[config.mk]
export PLATFORM = sky130hd
export DESIGN_NAME = sqrt_iter_flat
export DESIGN_NICKNAME = d
export VERILOG_FILES = /design/src/rtl/fast_square_pkg.sv /design/src/rtl/sqrt_iter_if.sv /design/src/rtl/sqrt_iter_step.sv /design/src/rtl/sqrt_iter.sv /design/src/flat_wrapper.sv
export SDC_FILE = /design/constraint.sdc
export NUM_CORES = 1
export LEC_CHECK = 0
export ABC_AREA = 0
export CORE_ASPECT_RATIO = 1.5
export CORE_MARGIN = 2
export CORE_UTILIZATION = 30
export CTS_CLUSTER_SIZE = 25
export DETAILED_ROUTE_END_ITERATION = 6
export PLACE_DENSITY = 0.55
export SYNTH_ARGS = -nofsm -noshare
export SYNTH_HDL_FRONTEND = slang
export SYNTH_SLANG_ARGS = --single-unit
[constraint.sdc]
create_clock -name clk -period 2.1 [get_ports clk]
set_input_delay 0.21 -clock clk [delete_from_list [all_inputs] [get_ports clk]]
set_output_delay 0.21 -clock clk [all_outputs]
set_load 0.005 [all_outputs]
[src/rtl/fast_square_pkg.sv]
// Shared constants and types for the squarer / square-root family.
// Optional build macro: SQRT_ROUND_EN (round-to-nearest root in sqrt_iter).
package fast_square_pkg;

   localparam int SQR_W  = 17;
   localparam int ROOT_W = (SQR_W + 1) / 2;
   // Partial remainder needs two guard bits above the root width to absorb the shift-in.
   localparam int REM_W  = ROOT_W + 2;
   localparam int CNT_W  = $clog2(ROOT_W);

   typedef enum logic [1:0] {
      IDLE = 2'd0,
      BUSY = 2'd1,
      DONE = 2'd2
   } sqrt_state_t;

endpackage

[src/rtl/sqrt_iter_if.sv]
// Valid/ready handshake bundle between a producer/consumer and sqrt_iter.
interface sqrt_iter_if;
   import fast_square_pkg::*;

   logic [SQR_W-1:0]  i_sqr;
   logic              i_valid;
   logic              o_ready;
   logic [ROOT_W-1:0] o_root;
   logic [ROOT_W:0]   o_rem;
   logic              o_valid;
   logic              i_ready;

   modport master (
      output i_sqr, i_valid, i_ready,
      input  o_ready, o_root, o_rem, o_valid
   );

   modport slave (
      input  i_sqr, i_valid, i_ready,
      output o_ready, o_root, o_rem, o_valid
   );
endinterface

[src/rtl/sqrt_iter_step.sv]
// One restoring digit-by-digit square-root iteration (purely combinational).
module sqrt_step
   import fast_square_pkg::*;
(
   input  logic [REM_W-1:0]  rem,
   input  logic [ROOT_W-1:0] root,
   input  logic [1:0]        bits,
   output logic [REM_W-1:0]  rem_next,
   output logic [ROOT_W-1:0] root_next
);

   logic [REM_W-1:0] r_shift;
   logic [REM_W-1:0] trial;
   logic             fits;

   assign r_shift = (rem << 2) | {{(REM_W-2){1'b0}}, bits};
   assign trial   = {root, 2'b01};
   assign fits    = (r_shift >= trial);

   assign rem_next  = fits ? (r_shift - trial) : r_shift;
   assign root_next = {root[ROOT_W-2:0], fits};

endmodule

[src/rtl/sqrt_iter.sv]
// Sequential integer square root, one root bit per clock, valid/ready on both sides.
// Optional build macro: SQRT_ROUND_EN rounds the reported root to nearest.
module sqrt_iter
   import fast_square_pkg::*;
(
   input  logic       clk,
   input  logic       rst,
   sqrt_iter_if.slave bus
);

   sqrt_state_t         state;
   sqrt_state_t         state_next;
   logic [2*ROOT_W-1:0] shreg;
   logic [REM_W-1:0]    rem_q;
   logic [ROOT_W-1:0]   root_q;
   logic [CNT_W-1:0]    cnt;
   logic [REM_W-1:0]    rem_next;
   logic [ROOT_W-1:0]   root_next;
   logic [ROOT_W-1:0]   root_out;
   logic [ROOT_W:0]     rem_out;
   logic                ready_c;
   logic                valid_c;

   sqrt_step u_step (
      .rem       (rem_q),
      .root      (root_q),
      .bits      (shreg[2*ROOT_W-1 -: 2]),
      .rem_next  (rem_next),
      .root_next (root_next)
   );

   always_ff @(posedge clk) begin
      if (rst) state <= IDLE;
      else     state <= state_next;
   end

   always_comb begin
      state_next = state;
      case (state)
         IDLE:    if (bus.i_valid) state_next = BUSY;
         BUSY:    if (cnt == '0)   state_next = DONE;
         DONE:    if (bus.i_ready) state_next = IDLE;
         default: state_next = IDLE;
      endcase
   end

   always_comb begin
      ready_c = (state == IDLE);
      valid_c = (state == DONE);
   end

   // Result registers load only on the last iteration and hold through the next IDLE.
   always_ff @(posedge clk) begin
      if (rst) begin
         shreg    <= '0;
         rem_q    <= '0;
         root_q   <= '0;
         cnt      <= '0;
         root_out <= '0;
         rem_out  <= '0;
      end else begin
         case (state)
            IDLE: if (bus.i_valid) begin
               shreg  <= (2*ROOT_W)'(bus.i_sqr);
               rem_q  <= '0;
               root_q <= '0;
               cnt    <= CNT_W'(ROOT_W - 1);
            end
            BUSY: begin
               shreg  <= shreg << 2;
               rem_q  <= rem_next;
               root_q <= root_next;
               if (cnt == '0) begin
                  rem_out <= rem_next[ROOT_W:0];
`ifdef SQRT_ROUND_EN
                  if (rem_next > REM_W'(root_next))
                     root_out <= (&root_next) ? root_next : root_next + 1'b1;
                  else
                     root_out <= root_next;
`else
                  root_out <= root_next;
`endif
               end else begin
                  cnt <= cnt - 1'b1;
               end
            end
            default: ;
         endcase
      end
   end

   assign bus.o_ready = ready_c;
   assign bus.o_valid = valid_c;
   assign bus.o_root  = root_out;
   assign bus.o_rem   = rem_out;

endmodule

[src/flat_wrapper.sv]
// flat-port wrapper written by rule: the top's interface ports become plain ports
module sqrt_iter_flat import fast_square_pkg::*;
  (clk, rst, bus_i_sqr, bus_i_valid, bus_i_ready, bus_o_ready, bus_o_root, bus_o_rem, bus_o_valid);
  sqrt_iter_if bus_i ();
  input  logic clk;
  input  logic rst;
  input wire logic [$bits(bus_i.i_sqr)-1:0] bus_i_sqr;
  input wire logic [$bits(bus_i.i_valid)-1:0] bus_i_valid;
  input wire logic [$bits(bus_i.i_ready)-1:0] bus_i_ready;
  output wire logic [$bits(bus_i.o_ready)-1:0] bus_o_ready;
  output wire logic [$bits(bus_i.o_root)-1:0] bus_o_root;
  output wire logic [$bits(bus_i.o_rem)-1:0] bus_o_rem;
  output wire logic [$bits(bus_i.o_valid)-1:0] bus_o_valid;
  assign bus_i.i_sqr = bus_i_sqr;
  assign bus_i.i_valid = bus_i_valid;
  assign bus_i.i_ready = bus_i_ready;
  assign bus_o_ready = bus_i.o_ready;
  assign bus_o_root = bus_i.o_root;
  assign bus_o_rem = bus_i.o_rem;
  assign bus_o_valid = bus_i.o_valid;
  sqrt_iter u_core (.clk(clk), .rst(rst), .bus(bus_i));
endmodule
==> run_results.csv <==
group,metric,value,unit
outcome,status,"completed",
routing,wl_per_cell,14.0,µm
global_routing,grt_max_degree,31,
place,dp_slack,-91.2,ps
clocking,cts.sinks,61,
clocking,cts_tree,"built",
routing,routed_wl,7490,µm
power,cellPowerDensity,1400,nW/µm²
clocking,cts_buffer_depth,2,
setup_path,cpPeakStageDelay,380,ps
finish,stdcell_count,536,
setup_path,worst-path-max-fanout,5,
sta,grt_setup_unrepaired,"true",
place,gp_congestion,0.861,
global_routing,grt_use_met2,25.7,%
clocking,clk_pin_slew,50,ps
finish,fin_area,4080,µm²
global_routing,grtUsageTotal,14.8,%
sta,max_freq,496,MHz
sta,fin_worst_skew,4.98,ps
worst_hold_path,hp-class,"in2reg",
floorplan,num_rows,44,
routing,viasPerCell,5.05,
setup_path,worstSetupPathType,"reg2reg",
place,hpwl,5460,µm
synthesis,synth_top_cell_by_area,"dfxtp_1",
synthesis,synthCells,355,
place,port_buffers,41,
clocking,cts_hold_buf,0,
global_routing,antenna_found_initial,0,
finish,drive_gt1_share,17.8,%
clocking,cts_root_buf,"clkbuf_16",
synthesis,synthFlopType,"dfxtp_1",
synthesis,synth-edff-count,0,
routing,vias,2708,
flow_run,max_cap_violations,0,
sta,worst_slack,84.4,ps
routing,first_pass_iters,4,
floorplan,io_pins,42,
routing,ant_nets,0,
power,clkPwrFrac,24.8,%
floorplan,die_width,84.7,µm
global_routing,grt_pass1_vias,2603,
power,p_int,0.00370,W
synthesis,synth.top_cell.area_share,41.7,%
synthesis,synth_warnings,0,
sta,setup_viol,0,
place,place_area,3620,µm²
clocking,cts_buffers,9,
routing,drt-initial-drc-count,109,
sta,period_share,96.0,%
sta,layout_min_cycle_time,2020,ps
global_routing,top_usage_layer,"met2",
power,power,0.00572,W
power,switching_share,35.4,%
power,worst_ir_drop_vdd,644,µV
floorplan,initial_core_util,30.6,%
finish,areaGrowthSynthToFinish,39.4,%
finish,layout_common_cells,"61 x nand2_1, 60 x dfxtp_1, 59 x nor2_1",
clocking,h-tree-depth,3,
setup_path,cp.required,2350,ps
setup_path,path_buf_inv,2,
setup_path,crit_path_start_kind,"flop",
clocking,cts_setup_buffers,0,
finish,multi_input_area,1730,µm²
synthesis,synth_nets,389,
floorplan,die_height,125,µm
synthesis,synth-seq-cells,61,
power,power.switching,0.00202,W
sta,finalHoldViolCount,0,
sta,max-slew-margin-rel,58.1,%
power,p_comb_share,50.3,%
global_routing,grt_overflow,0,
finish,antenna_cells,0,
synthesis,ys_top_cells_by_area,"dfxtp_1 42%, nand2_1 7.8%, nor2_1 7.8%",
global_routing,grt_util_met3,3.96,%
synthesis,synthArstFlopShare,0,%
setup_path,cp_top_family,"simple AND/OR/NAND/NOR gates",
finish,fin_nets,451,
setup_path,arrival,2270,ps
global_routing,use_met1,16.6,%
finish,register_area,1220,µm²
setup_path,crit_path_end_kind,"flop",
power,pwr-share-seq,24.9,%
clocking,insertion_delay,330,ps
synthesis,ys_seq_area_share,41.7,%
finish,mostFrequentLayoutCell,"nand2_1",
floorplan,fp.dieArea,10600,µm²
power,leakagePower,1.56,nW
place,dp_cells,521,
sta,slew_violations,0,
finish,nFillCells,968,
routing,drc_errors,0,
floorplan,core_area,9580,µm²
global_routing,grt_pass1_wl,12400,µm
setup_path,crit_chain,"inv_1, ha_4, nand4_1, nor2_2, nor4b_4, a21oi_4, buf_6, mux2i_4, a211oi_2",
synthesis,syn_area_per_cell,8.25,µm²
synthesis,syn_area,2930,µm²
sta,worstMarginPinSlew,626,ps
synthesis,yosysUniqueCellTypes,43,
setup_path,slowest_stage,"nor4b_4",
layout make-up:
type                    instances  area share, %
clock inverters                 5           1.29
flip-flops and latches         61           30.0
multi-input cells             259           42.5
clock buffers                  10           5.61
repair buffers                 72           15.8
inverters                      14           1.29
well taps                     115           3.53
metal layers:
| metal | share of wire [%] | vias to the layer above |
|---|---|---|
| met5 | 0 | - |
| met4 | 3.0 | 0 |
| met3 | 3.7 | 19 |
| met2 | 52 | 58 |
| met1 | 42 | 1279 |
| li1 | - | 1352 |
path summary, 6_finish.rpt:
kind,endpoint,slack [ps],startpoint,depth (start not counted)
worst min-delay path,u_core.shreg[17],320,rst,2
worst min register to register,u_core.bus.o_root[5],460,u_core.bus.o_root[5],2
worst max-delay path,u_core.bus.o_rem[3],80,u_core.root_q[4],9
worst max register to register,u_core.bus.o_rem[3],80,u_core.root_q[4],9
power groups by stage:
stage	Combinational [W]	Sequential (W)	Clock, W
3_3_place_gp	0.00237	0.00143	0
5_1_grt	0.00312	0.00144	0.00150
4_1_cts	0.00253	0.00141	0.00144
6_report	0.00288	0.00143	0.00142
2_1_floorplan	0.00165	0.00141	0
3_5_place_dp	0.00240	0.00143	0
flip-flops by register name, indices dropped and copies added, names as in the netlist:
signal	cells
u_core.bus.o_rem	10
u_core.bus.o_root	9
u_core.cnt	4
u_core.rem_q	9
u_core.root_q	9
u_core.shreg	18
u_core.state	2
cell usage after synthesis (2+ instances only):
cell / n
a211o_1: 2
a211oi_1: 8
a21o_1: 2
a21oi_1: 17
a22oi_1: 12
a311oi_1: 15
a31oi_1: 2
and2_1: 3
buf_1: 3
clkbuf_1: 16
dfxtp_1: 61
ha_1: 13
inv_1: 14
mux2i_1: 7
nand2_1: 61
nand2b_1: 4
nand3b_1: 2
nand4_1: 2
nor2_1: 61
nor2b_1: 3
nor3_1: 6
nor3b_1: 2
nor4_1: 3
o21a_1: 2
o21ai_0: 9
xnor2_1: 5
xor2_1: 4
repair_timing:
item                       4_1_cts  5_1_grt
resized for setup                6       22
setup endpoints to repair       18       20
gates cloned                     0        0
pin swaps                        0        6
cell families (layout without fill, tap and decap cells):
family,count (synthesis),count (layout),share of synthesized area (%)
xor gates and xnor gates,9,9,2.69
buffers and inverters,35,101,4.79
adders and majority gates,13,13,5.56
muxes,8,8,2.78
AOI/OAI and AO/OA,80,80,20.9
DFF,61,61,41.7
and+or+nand+nor,149,149,21.6
metrics by stage:
| stage | utilization [%] | TNS (ps) | hold WS (ps) |
|---|---|---|---|
| floorplan | - | 0 | 358 |
| global placement | 37.8 | -88.6 | 451 |
| detailed placement | 37.8 | -526 | 452 |
| CTS | 41.2 | -1.45 | 317 |
| global route | 42.6 | -26.3 | 354 |
| finish | 42.6 | 0 | 320 |
worst register-to-register path: stages (launching register included):
cell and delay [ps]:
dfxtp_1 340, inv_1 80, ha_4 260, nand4_1 120, nor2_2 80, nor4b_4 390, a21oi_4 120, buf_6 150
mux2i_4 180, a211oi_2 220
No activity file was read; power rests on OpenSTA's default activity.
